File: config.mk
export PLATFORM = sky130hd
export DESIGN_NAME = i2c_reg_master
export DESIGN_NICKNAME = d
export VERILOG_FILES = /design/src/rtl/i2c_reg_master.sv
export SDC_FILE = /design/constraint.sdc
export NUM_CORES = 1
export LEC_CHECK = 0
export CAP_MARGIN = 15
export CELL_PAD_IN_SITES_DETAIL_PLACEMENT = 2
export CELL_PAD_IN_SITES_GLOBAL_PLACEMENT = 2
export CORE_MARGIN = 2
export CORE_UTILIZATION = 33
export CTS_CLUSTER_SIZE = 20
export DETAILED_ROUTE_END_ITERATION = 10
export GPL_ROUTABILITY_DRIVEN = 0
export HOLD_SLACK_MARGIN = 0.1
export PLACE_DENSITY = 0.76
export SLEW_MARGIN = 30
export SYNTH_ARGS = -nofsm -noshare
export SYNTH_HDL_FRONTEND = slang
export SYNTH_SLANG_ARGS = --single-unit
File: constraint.sdc
create_clock -name clk -period 1.95 [get_ports clk]
set_input_delay 0.195 -clock clk [delete_from_list [all_inputs] [get_ports clk]]
set_output_delay 0.195 -clock clk [all_outputs]
set_load 0.01 [all_outputs]
File: src/rtl/i2c_reg_master.sv
// i2c_reg_master
// Single-clock I2C controller for one-byte register writes and reads.
//   Write: START, {dev_addr,0}, reg_addr, wdata, STOP.
//   Read : START, {dev_addr,0}, reg_addr, then STOP+START (or a repeated
//          START), {dev_addr,1}, one data byte NACKed by the master, STOP.
// Each bit cell is four ticks of CLK_DIV clk cycles:
//   q0 SCL low/drive SDA, q1 SCL high, q2 SCL high/sample, q3 SCL low.
// Every transition is taken on a tick, so the tick grid never drifts.
//
// Ports
//   clk, rst          : clock, synchronous active-high reset
//   start, rw         : command strobe (ignored while busy), 0=write 1=read
//   dev_addr, reg_addr, wdata : command operands, latched on accepted start
//   busy, done        : transaction in progress, one-cycle end pulse
//   ack_err           : target NACKed; held until the next accepted start
//   rdata             : last successfully read byte
//   scl_o, sda_o      : open-drain drives (0 = pull low, 1 = release)
//   sda_i             : synchronised SDA bus level
//
// Build option
//   I2C_REG_MASTER_RSTART_EN : reads use a repeated START instead of
//   STOP followed by a fresh START (4 ticks shorter).
module i2c_reg_master #(
  parameter int CLK_DIV = 25
) (
  input  logic       clk,
  input  logic       rst,
  input  logic       start,
  input  logic       rw,
  input  logic [6:0] dev_addr,
  input  logic [7:0] reg_addr,
  input  logic [7:0] wdata,
  output logic       busy,
  output logic       done,
  output logic       ack_err,
  output logic [7:0] rdata,
  output logic       scl_o,
  output logic       sda_o,
  input  logic       sda_i
);

  localparam int DIV_W = $clog2(CLK_DIV);
  localparam logic [DIV_W-1:0] DIV_LAST = DIV_W'(CLK_DIV - 1);

  typedef enum logic [3:0] {
    ST_IDLE, ST_START, ST_TX, ST_ACK, ST_RX, ST_NACK, ST_STOP, ST_RSTART, ST_DONE
  } state_t;

  // Which byte of the transaction the TX/ACK states are working on.
  localparam logic [1:0] SEG_DEV_W = 2'd0;
  localparam logic [1:0] SEG_REG   = 2'd1;
  localparam logic [1:0] SEG_DATA  = 2'd2;
  localparam logic [1:0] SEG_DEV_R = 2'd3;

  function automatic logic [7:0] seg_byte(input logic [1:0] seg, input logic [6:0] dev,
                                          input logic [7:0] ra, input logic [7:0] wd);
    logic [7:0] b;
    case (seg)
      SEG_DEV_W: b = {dev, 1'b0};
      SEG_REG:   b = ra;
      SEG_DATA:  b = wd;
      default:   b = {dev, 1'b1};
    endcase
    return b;
  endfunction

  state_t           r_state, w_state;
  logic [DIV_W-1:0] r_div, w_div;
  logic [1:0]       r_q, w_q;
  logic [2:0]       r_bit, w_bit;
  logic [1:0]       r_seg, w_seg;
  logic [7:0]       r_sh, w_sh;
  logic             r_mid, w_mid;     // STOP is the mid-read one, not the final one
  logic             r_rw, w_rw;
  logic [6:0]       r_dev, w_dev;
  logic [7:0]       r_reg, w_reg;
  logic [7:0]       r_wdata, w_wdata;
  logic             r_busy, w_busy;
  logic             r_done, w_done;
  logic             r_err, w_err;
  logic [7:0]       r_rdata, w_rdata;
  logic             r_scl, w_scl;
  logic             r_sda, w_sda;
  logic             w_tick;

  assign w_tick = (r_div == DIV_LAST);

  // Next-state and next-output logic for the bus sequencer.
  always_comb begin
    w_state = r_state;
    w_div   = r_div;
    w_q     = r_q;
    w_bit   = r_bit;
    w_seg   = r_seg;
    w_sh    = r_sh;
    w_mid   = r_mid;
    w_rw    = r_rw;
    w_dev   = r_dev;
    w_reg   = r_reg;
    w_wdata = r_wdata;
    w_busy  = r_busy;
    w_done  = 1'b0;
    w_err   = r_err;
    w_rdata = r_rdata;
    w_scl   = r_scl;
    w_sda   = r_sda;
    case (r_state)
      ST_IDLE: begin
        w_div = {DIV_W{1'b0}};
        if (start) begin
          w_rw    = rw;
          w_dev   = dev_addr;
          w_reg   = reg_addr;
          w_wdata = wdata;
          w_err   = 1'b0;
          w_busy  = 1'b1;
          w_seg   = SEG_DEV_W;
          w_mid   = 1'b0;
          w_q     = 2'd0;
          w_bit   = 3'd0;
          w_state = ST_START;
        end else begin
          w_busy = 1'b0;
        end
      end
      ST_DONE: begin
        w_div   = {DIV_W{1'b0}};
        w_busy  = 1'b0;
        w_done  = 1'b1;
        w_state = ST_IDLE;
      end
      default: begin
        if (w_tick) begin
          w_div = {DIV_W{1'b0}};
          w_q   = r_q + 2'd1;
          case (r_state)
            ST_START: begin
              case (r_q)
                2'd0: w_sda = 1'b0;
                2'd1: w_scl = 1'b1;
                2'd2: w_scl = 1'b1;
                default: begin
                  w_scl   = 1'b0;
                  w_sh    = seg_byte(r_seg, r_dev, r_reg, r_wdata);
                  w_bit   = 3'd0;
                  w_state = ST_TX;
                end
              endcase
            end
            ST_TX: begin
              case (r_q)
                2'd0: w_sda = r_sh[7];
                2'd1: w_scl = 1'b1;
                2'd2: w_scl = 1'b1;
                default: begin
                  w_scl = 1'b0;
                  w_sh  = {r_sh[6:0], 1'b0};
                  if (r_bit == 3'd7) begin
                    w_bit   = 3'd0;
                    w_state = ST_ACK;
                  end else begin
                    w_bit = r_bit + 3'd1;
                  end
                end
              endcase
            end
            ST_ACK: begin
              case (r_q)
                2'd0: w_sda = 1'b1;
                2'd1: w_scl = 1'b1;
                2'd2: w_err = r_err | sda_i;
                default: begin
                  w_scl = 1'b0;
                  if (r_err) begin
                    w_state = ST_STOP;
                  end else begin
                    case (r_seg)
                      SEG_DEV_W: begin
                        w_seg   = SEG_REG;
                        w_sh    = seg_byte(SEG_REG, r_dev, r_reg, r_wdata);
                        w_state = ST_TX;
                      end
                      SEG_REG: begin
                        if (r_rw) begin
`ifdef I2C_REG_MASTER_RSTART_EN
                          w_state = ST_RSTART;
`else
                          w_mid   = 1'b1;
                          w_state = ST_STOP;
`endif
                        end else begin
                          w_seg   = SEG_DATA;
                          w_sh    = seg_byte(SEG_DATA, r_dev, r_reg, r_wdata);
                          w_state = ST_TX;
                        end
                      end
                      SEG_DATA: w_state = ST_STOP;
                      default:  w_state = ST_RX;
                    endcase
                  end
                end
              endcase
            end
            ST_RX: begin
              case (r_q)
                2'd0: w_sda = 1'b1;
                2'd1: w_scl = 1'b1;
                2'd2: w_sh  = {r_sh[6:0], sda_i};
                default: begin
                  w_scl = 1'b0;
                  if (r_bit == 3'd7) begin
                    w_bit   = 3'd0;
                    w_state = ST_NACK;
                  end else begin
                    w_bit = r_bit + 3'd1;
                  end
                end
              endcase
            end
            ST_NACK: begin
              case (r_q)
                2'd0: w_sda = 1'b1;
                2'd1: w_scl = 1'b1;
                2'd2: w_scl = 1'b1;
                default: begin
                  w_scl   = 1'b0;
                  w_rdata = r_sh;
                  w_state = ST_STOP;
                end
              endcase
            end
            ST_STOP: begin
              case (r_q)
                2'd0: w_sda = 1'b0;
                2'd1: w_scl = 1'b1;
                2'd2: w_sda = 1'b1;
                default: begin
                  if (r_mid) begin
                    w_mid   = 1'b0;
                    w_seg   = SEG_DEV_R;
                    w_state = ST_START;
                  end else begin
                    w_state = ST_DONE;
                  end
                end
              endcase
            end
            ST_RSTART: begin
              case (r_q)
                2'd0: w_sda = 1'b1;
                2'd1: w_scl = 1'b1;
                2'd2: w_sda = 1'b0;
                default: begin
                  w_scl   = 1'b0;
                  w_seg   = SEG_DEV_R;
                  w_sh    = seg_byte(SEG_DEV_R, r_dev, r_reg, r_wdata);
                  w_bit   = 3'd0;
                  w_state = ST_TX;
                end
              endcase
            end
            default: w_state = ST_IDLE;
          endcase
        end else begin
          w_div = r_div + 1'b1;
        end
      end
    endcase
  end

  // State and output registers with synchronous reset.
  always_ff @(posedge clk) begin
    if (rst) begin
      r_state <= ST_IDLE;
      r_div   <= {DIV_W{1'b0}};
      r_q     <= 2'd0;
      r_bit   <= 3'd0;
      r_seg   <= SEG_DEV_W;
      r_sh    <= 8'h00;
      r_mid   <= 1'b0;
      r_rw    <= 1'b0;
      r_dev   <= 7'h00;
      r_reg   <= 8'h00;
      r_wdata <= 8'h00;
      r_busy  <= 1'b0;
      r_done  <= 1'b0;
      r_err   <= 1'b0;
      r_rdata <= 8'h00;
      r_scl   <= 1'b1;
      r_sda   <= 1'b1;
    end else begin
      r_state <= w_state;
      r_div   <= w_div;
      r_q     <= w_q;
      r_bit   <= w_bit;
      r_seg   <= w_seg;
      r_sh    <= w_sh;
      r_mid   <= w_mid;
      r_rw    <= w_rw;
      r_dev   <= w_dev;
      r_reg   <= w_reg;
      r_wdata <= w_wdata;
      r_busy  <= w_busy;
      r_done  <= w_done;
      r_err   <= w_err;
      r_rdata <= w_rdata;
      r_scl   <= w_scl;
      r_sda   <= w_sda;
    end
  end

  assign busy    = r_busy;
  assign done    = r_done;
  assign ack_err = r_err;
  assign rdata   = r_rdata;
  assign scl_o   = r_scl;
  assign sda_o   = r_sda;

endmodule

==> results.cfg <==
[cts]
h-tree-depth = 3
insertion_delay_ps = 370
hold_buffers = 0
cts_num_sinks = 62
clock-root-buffer = clkbuf_8
clkTransAtPathRegs_ps = 80
cts_tree = done
cts_buffers = 9
clk_path_buf_depth = 2

[timing]
relSlewSlack = 0.681
fin_skew_ps = 12.5
tightest_slew_ps = 473
setup_viol = 0
maxSlewViolCount = 0
fmax_ghz = 0.524
min_period_ps = 1910
finalCritPeriodShare = 0.978
finalHoldViolCount = 0
rsz0062_at_grt = true

[drt]
wl_per_cell_um = 19.5
ant_nets = 0
dr.pass1.iters = 4
dr_total_vias = 3543
drc_errors = 0
drt_iter0_markers = 117
routed_wl_mm = 12.7
via_per_inst = 5.45

[die]
die-area_um2 = 11300
die_x_um = 106
io_pins = 41
start_util = 0.337
rows = 37
die_h_um = 106
coreArea_um2 = 10200

[layout]
diodes = 0
fin_area_um2 = 4500
final_cell_mix = nand2_1 (88), dfxtp_1 (58), a21oi_1 (54), clkdlybuf4s50_1 (39), buf_4 (39)
final_common_cell = nand2_1
area_growth_pct = 30.7
layout-drive-gt1-share = 0.169
fin_nets = 545

[yosys]
synth.cell_area_um2 = 3440
synthDistinctLibCells = 61
synth_edf_count = 0
synth_nets = 483
avgSynthCellArea_um2 = 7.71
synth_ff_type = dfxtp_1
yosys_warnings = 0
async_flop_share = 0
ys_seq_elements = 62
ys_seq_area_frac = 0.360
syn_inst = 447

[power]
p_total_uw = 4720
leakage_uw = 0.00170
vdd_ir_drop_max_mv = 0.689
power_density_nw_per_um2 = 1050

[worst_setup_path]
crit_fanout = 11
cp.required_ps = 2250
arrival_ps = 2200
cp-end-kind = flip-flop
start_kind = flip-flop
criticalPathCategory = reg -> reg

[flow_run]
maxCapViolations = 0

[global_routing]
antenna_found_initial = 0
grt_pass1_vias = 3790
grt_usage = 0.226
grt_first_pass_wirelength_mm = 19.6
grt_max_degree = 26
grt-ovfl-total = 0

[placement]
placed_area_um2 = 4140
numPortBuffers = 40
post-dp-hpwl_mm = 9.15

[hold_path]
hp-class = in -> reg

[outcome]
status = finished, final reports clean
[cell type report]
type | instances | area (um2)
repair buffers | 80 | 708
fillers | 1181 | 5730
inverters | 14 | 52.6
multi-input cells | 342 | 2110
clock buffers | 10 | 128
well taps | 136 | 170
flip-flops and latches | 62 | 1250
clock inverters | 6 | 86.3
[logic make-up after synthesis]
kind of cell               synth area share
buffers and inverters                0.0581
muxes                                0.0610
adders and majority gates            0.0291
AOI/OAI and AO/OA                     0.239
DFF                                   0.360
and+or+nand+nor                       0.237
xor gates and xnor gates             0.0153
[worst paths after layout]
check / to / cells past startpoint / slack [ps] / from
setup reg to reg: r_seg[1] / 6 / 40 / r_state[2]
hold / removal: r_seg[0] / 3 / 310 / rst
hold reg to reg: busy / 2 / 470 / busy
setup / recovery: r_seg[1] / 6 / 40 / r_state[2]
[report_power, final]
part | internal [uW] | switching (uW) | total, uW
clock network | 717 | 544 | 1260
registers | 1400 | 173 | 1570
logic | 766 | 1120 | 1890
[metal layers]
layer  global-route usage  vias to the layer above  wire, um
met1                0.286                     1732      5720
met2                0.368                       79      6100
li1                     -                     1710         -
met5                    0                        -         0
met3               0.0576                       22       518
met4               0.0846                        0       367
[timing repair]
item | CTS | global route
hold endpoints to repair | 0 | 0
gates cloned | 0 | 1
setup endpoints to repair | 18 | 30
pin swaps | 2 | 5
buffers inserted | 1 | 4
gates resized for setup | 3 | 22
[worst max-delay path: stages (launching register included)]
cell	delay [ps]
dfxtp_1	340
buf_4	190
nor2_2	280
a32oi_4	190
buf_4	180
or4_1	510
a21oi_1	150
[cell usage after synthesis, types with 8 or more instances]
| library cell | number | area (um2) |
|---|---|---|
| nand3_1 | 9 | 45.0 |
| nor2_1 | 36 | 135 |
| o21ai_0 | 23 | 115 |
| clkbuf_1 | 11 | 41.3 |
| buf_2 | 10 | 50.1 |
| nand2_1 | 88 | 330 |
| nor2b_1 | 9 | 56.3 |
| a21oi_1 | 54 | 270 |
| ha_1 | 8 | 100 |
| mux2i_1 | 21 | 210 |
| inv_1 | 13 | 48.8 |
| dfxtp_1 | 62 | 1240 |
| a31oi_1 | 8 | 50.1 |
[metrics by stage]
step,std cells,util,hold slack (ps),setup TNS (ps),setup WS [ps]
CTS,645,0.428,288,0,16.4
global route,650,0.440,318,-260,-97.9
finish,650,0.440,307,0,42.8
detailed placement,628,0.404,457,-973,-125
global placement,628,0.404,444,-44.7,-44.7
floorplan,447,-,331,0,292
Note: power is estimated with default switching activity, not from simulation.
